===== src/rtl/fetch_pkg.sv =====
// Shared types and constants for the IF-stage fetch sequencer.
package fetch_pkg;

    typedef enum logic [2:0] {
        ST_IDLE     = 3'd0,
        ST_FETCH    = 3'd1,
        ST_STALL    = 3'd2,
        ST_REDIRECT = 3'd3,
        ST_HALT     = 3'd4
    } fetch_state_t;

    // Opcode occupies the top OPC_W bits of the instruction word.
    localparam int          OPC_W   = 4;
    localparam logic [3:0]  HALT_OP = 4'hF;

    function automatic logic is_halt_op(input logic [OPC_W-1:0] opc);
        return (opc == HALT_OP);
    endfunction

endpackage


===== src/rtl/fetch_ctrl_sat_counter.sv =====
// Saturating up-counter with asynchronous active-high reset.
module sat_counter #(
    parameter int W = 16
) (
    input  logic         clk_i,
    input  logic         rst_i,
    input  logic         inc_i,
    output logic [W-1:0] count_o
);

    logic [W-1:0] count_q;
    logic [W-1:0] count_d;

    // Next count: increment unless already at all-ones.
    always_comb begin
        count_d = count_q;
        if (inc_i && (count_q != {W{1'b1}})) begin
            count_d = count_q + W'(1);
        end else begin
            count_d = count_q;
        end
    end

    // Count register.
    always_ff @(posedge clk_i or posedge rst_i) begin
        if (rst_i) begin
            count_q <= {W{1'b0}};
        end else begin
            count_q <= count_d;
        end
    end

    assign count_o = count_q;

endmodule


===== src/rtl/fetch_ctrl.sv =====
// IF-stage sequencer: owns the PC and decides fetch, stall, redirect or halt each cycle.
module fetch_ctrl
    import fetch_pkg::*;
#(
    parameter int ARQ              = 16,
    parameter int MEMORY_ADDR_SIZE = 6,
    parameter int CNT_W            = 16
) (
    input  logic                        clk,
    input  logic                        rst,
    input  logic                        start,
    input  logic                        stall,
    input  logic                        branch_taken,
    input  logic [MEMORY_ADDR_SIZE-1:0] branch_target,
    input  logic [ARQ-1:0]              instr,
    output logic                        pc_en,
    output logic [MEMORY_ADDR_SIZE-1:0] addr_next,
    output logic                        instr_valid,
    output logic                        flush,
    output logic                        halted,
    output logic                        busy,
    output logic [CNT_W-1:0]            fetch_count
);

    fetch_state_t                  state_q, state_d;
    logic [MEMORY_ADDR_SIZE-1:0]   pc_q, pc_d;
    logic                          halt_dec_s;
    logic                          instr_unused_s;

    assign halt_dec_s     = is_halt_op(instr[ARQ-1 -: OPC_W]);
    assign instr_unused_s = ^instr[ARQ-OPC_W-1:0];

    // Next-state, next-PC and per-cycle control outputs.
    always_comb begin
        state_d     = state_q;
        pc_d        = pc_q;
        pc_en       = 1'b0;
        addr_next   = pc_q;
        flush       = 1'b0;
        instr_valid = 1'b0;
        case (state_q)
            ST_IDLE: begin
                if (start) begin
                    state_d = ST_FETCH;
                end else begin
                    state_d = ST_IDLE;
                end
            end
            ST_FETCH: begin
                instr_valid = 1'b1;
                if (branch_taken) begin
                    instr_valid = 1'b0;
                    pc_en       = 1'b1;
                    addr_next   = branch_target;
                    flush       = 1'b1;
                    pc_d        = branch_target;
                    state_d     = ST_REDIRECT;
                end else if (stall) begin
                    instr_valid = 1'b0;
                    state_d     = ST_STALL;
                end else if (halt_dec_s) begin
                    state_d = ST_HALT;
                end else begin
                    pc_en     = 1'b1;
                    addr_next = pc_q + MEMORY_ADDR_SIZE'(1);
                    pc_d      = pc_q + MEMORY_ADDR_SIZE'(1);
                end
            end
            ST_STALL: begin
                if (branch_taken) begin
                    pc_en     = 1'b1;
                    addr_next = branch_target;
                    flush     = 1'b1;
                    pc_d      = branch_target;
                    state_d   = ST_REDIRECT;
                end else if (!stall) begin
                    state_d = ST_FETCH;
                end else begin
                    state_d = ST_STALL;
                end
            end
            // Bubble while memory returns the branch target; requests ignored.
            ST_REDIRECT: begin
                state_d = ST_FETCH;
            end
            ST_HALT: begin
                state_d = ST_HALT;
            end
            default: begin
                state_d = ST_IDLE;
                pc_d    = {MEMORY_ADDR_SIZE{1'b0}};
            end
        endcase
    end

    // State and PC registers.
    always_ff @(posedge clk or posedge rst) begin
        if (rst) begin
            state_q <= ST_IDLE;
            pc_q    <= {MEMORY_ADDR_SIZE{1'b0}};
        end else begin
            state_q <= state_d;
            pc_q    <= pc_d;
        end
    end

    assign halted = (state_q == ST_HALT);
    assign busy   = (state_q != ST_IDLE) && (state_q != ST_HALT);

    sat_counter #(.W(CNT_W)) u_fetch_cnt (
        .clk_i   (clk),
        .rst_i   (rst),
        .inc_i   (instr_valid),
        .count_o (fetch_count)
    );

endmodule


===== config.mk =====
export PLATFORM = sky130hd
export DESIGN_NAME = fetch_ctrl
export DESIGN_NICKNAME = d
export VERILOG_FILES = /design/src/rtl/fetch_pkg.sv /design/src/rtl/fetch_ctrl_sat_counter.sv /design/src/rtl/fetch_ctrl.sv
export SDC_FILE = /design/constraint.sdc
export NUM_CORES = 1
export LEC_CHECK = 0
export BUFFER_PORTS_ARGS = -buffer_cell sky130_fd_sc_hd__buf_2
export CORE_ASPECT_RATIO = 1.2
export CORE_MARGIN = 3
export CORE_UTILIZATION = 35
export CTS_CLUSTER_SIZE = 8
export DETAILED_ROUTE_END_ITERATION = 6
export GPL_TIMING_DRIVEN = 1
export SYNTH_ARGS = -nofsm -noshare
export SYNTH_HDL_FRONTEND = slang
export SYNTH_HIERARCHICAL = 1
export SYNTH_SLANG_ARGS = --single-unit

===== constraint.sdc =====
create_clock -name clk -period 2 [get_ports clk]
set_input_delay 0.1 -clock clk [delete_from_list [all_inputs] [get_ports clk]]
set_output_delay 0.1 -clock clk [all_outputs]
set_load 0.02 [all_outputs]

==> summary.txt <==
Floorplan
  – Die Y-Extent: 83.2 um
  – Total core area: 4700 um2
  – # IOs: 54
  – Starting Density: 37.0%
  – Die W: 70.4 um
  – Num rows: 27
  – Die ar.: 5850 um2

Synth
  – Area leader, netlist: dfrtp_1
  – Seq/Total Area, Yosys: 36.0%
  – Number of synthesized flops with an enable pin: 0
  – Synthesized area: 1740 um2
  – Async SR Flop Fraction: 100%
  – Syn Nets: 218
  – Post-Syn Instances: 189
  – Syn avg cell area: 9.20 um2
  – Post-synth top cells: dfrtp_1, nand2_1, nor2_1, xnor2_1, nand3_1
  – Cell with the most instances after synthesis: dfrtp_1
  – Primary FF master, synth: dfrtp_1
  – Area share of the largest cell type after synthesis: 36.0%
  – Synth cell types: 57
  – Warnings, synthesis: 6
  – Synth area leaders: dfrtp_1, xnor2_1, nand2_1, nor2b_1, nand3_1
  – Yosys reg bits: 25

Setup path
  – Worst path arrival time: 1.94 ns
  – CP most frequent cell: buf_6
  – R2R depth: 6
  – Crit-path slowest cell: or4b_4
  – Worst path max stage delay: 0.54 ns
  – CP Capture Type: primary output
  – Max FO, Critical Path: 5
  – Critical path type: reg2out
  – Required time of the critical path: 1.90 ns
  – CP Cell Sequence: or4b_4 -> buf_6 -> or2_4 -> o32ai_4 -> a21o_1 -> buf_6
  – Setup crit start kind: register

GRT
  – Largest net degree at the start of global routing: 20
  – Vias in the first global route: 1509
  – GRT Util Overall: 14.8%
  – First-pass GRT wire length: 7.14 mm
  – GR Overflow Total: 0
  – Antenna violations before repair: 0

Cells and area
  – Layout cell share with drive strength beyond 1: 35.0%
  – Final instance area: 2230 um2
  – Final Core Density: 47.4%
  – Area of the multi-input gates: 1140 um2
  – Fill count: 449
  – N_diodes: 0
  – Nets: 267
  – Synth-to-Final Area Change: 28.1%
  – Reg area: 626 um2

STA
  – Final setup fails: 2
  – RSZ-0062 raised after global routing: yes
  – Relative slew slack: 60.8%
  – Final Hold Violating Endpoints: 0
  – Worst Slack Setup Final: -0.0410 ns
  – Fmax: 0.490 GHz
  – Tmin final: 2.04 ns
  – Part of the cycle the worst path needs: 102%
  – Worst-Margin Slew: 0.587 ns
  – Max Slew Vio Count: 0
  – Final Skew: 0.00196 ns

Clock tree
  – Max clock buf depth: 2
  – Worst skew pair latency: 0.27 ns
  – TritonCTS Buffers: 3
  – Htree depth: 1
  – Reg clk slew, reported paths: 0.08 ns
  – CTS Sinks: 25
  – Clock tree from TritonCTS: yes
  – Clock Root Buffer: clkbuf_8

Routing
  – Wire length per cell: 14.4 um
  – Routed Antenna Nets: 0
  – Drc violations: 0
  – Initial DRC Count: 126
  – Drt first pass iters: 7
  – Detailed Route WL: 4.24 mm
  – Via density: 5.48
  – Via count: 1617

Flow run
  – Max-cap violations: 0

Power and ir drop
  – VDD IR-drop max: 0.612 mV
  – Pwr Density: 1280 nW/um2
  – Leakage: 1.07 nW

Placement
  – Buffers on Ports: 41
  – Routability cong.: 0.803
  – Post-DP HPWL: 3.21 mm
  – Placed cell area: 2050 um2

Hold path
  – Hold Path Class: in2reg
  – Hold path cells: 3

Outcome
  – Outcome: finished with violations
  – Failing checks: negative setup slack
layer usage:
layer	vias to the layer above	global-route usage, %	wire (um)
met5	-	0	0
met4	0	5.75	107
met3	9	1.94	227
met2	53	23.9	2100
met1	764	19.9	1810
li1	791	-	-
path summary, 6_finish.rpt:
| check | start | end | slack (ns) |
|---|---|---|---|
| min reg2reg | u_fetch_cnt/count_o[15] | u_fetch_cnt/count_o[15] | 0.51 |
| max in group asynchronous | rst | u_fetch_cnt/count_o[6] | 1.18 |
| min | stall | state_q[1] | 0.16 |
| max | state_q[1] | addr_next[1] | -0.04 |
| max reg2reg | state_q[1] | u_fetch_cnt/count_o[14] | 0.01 |
| min in group asynchronous | rst | pc_q[4] | 0.35 |
sequential cells by signal, indices dropped and copies added (netlist names):
| signal | count |
|---|---|
| state_q | 3 |
| pc_q | 6 |
| u_fetch_cnt/count_o | 16 |
layout by cell type, fill, tap and decap left out, types with 5 or more instances in the layout:
cell      n
buf_2    38
dfrtp_1  25
nand2_1  18
xnor2_1  11
nor2_1   10
buf_4    10
nor2b_1   8
a21oi_1   8
inv_1     7
nand4_1   7
o21ai_0   6
nand3_1   6
a21o_1    5
power breakdown:
group / leakage, nW / switching [mW] / internal (mW) / total [mW]
sequential: 0.329 / 0.168 / 0.627 / 0.795
clock: 0.0255 / 0.159 / 0.139 / 0.298
combinational: 0.719 / 0.957 / 0.791 / 1.75
cell type report:
| type | count | share of cell area [%] |
|---|---|---|
| flip-flops and latches | 25 | 28.1 |
| multi-input cells | 148 | 51.0 |
| well taps | 58 | 3.26 |
| repair buffers | 53 | 14.4 |
| inverters | 7 | 1.18 |
| clock inverters | 1 | 0.225 |
| clock buffers | 3 | 1.85 |
stage by stage:
step	hold WS (ns)	setup TNS [ns]	setup slack (ns)	total power [mW]	instances
2_1_floorplan	-0.0721	-0.0754	-0.0754	1.90	189
3_3_place_gp	0.112	0	0.0404	2.31	287
3_5_place_dp	0.106	0	0.0230	2.31	287
4_1_cts	0.151	-0.0728	-0.0562	2.76	292
5_1_grt	0.187	-0.302	-0.0989	3.06	295
6_report	0.157	-0.0442	-0.0410	2.84	295
timing repair:
action | 4_1_cts | 5_1_grt
gates cloned | 0 | 1
buffers inserted | 0 | 2
hold buffers | 1 | 0
hold endpoints to repair | 25 | 0
resized for setup | 10 | 8
pin swaps | 3 | 3
endpoints found under the setup margin | 6 | 11
cells by family (layout without fill, tap and decap cells):
logic type | after synthesis | in the layout | share of synthesized area, %
DFF | 25 | 25 | 36.0
xor gates and xnor gates | 13 | 13 | 6.55
AOI/OAI and AO/OA | 37 | 37 | 16.0
muxes | 8 | 8 | 4.89
buffers and inverters | 17 | 64 | 4.53
adders and majority gates | 2 | 2 | 1.44
and+or+nand+nor | 87 | 88 | 30.6
worst max-delay path: cells and delay by family, from the launching register on:
family	cells	cell delay [ns]
buffers and inverters	2	0.26
DFF	1	0.38
and+or+nand+nor	2	0.79
AOI/OAI and AO/OA	2	0.23
(Power assumes the default switching activity.)
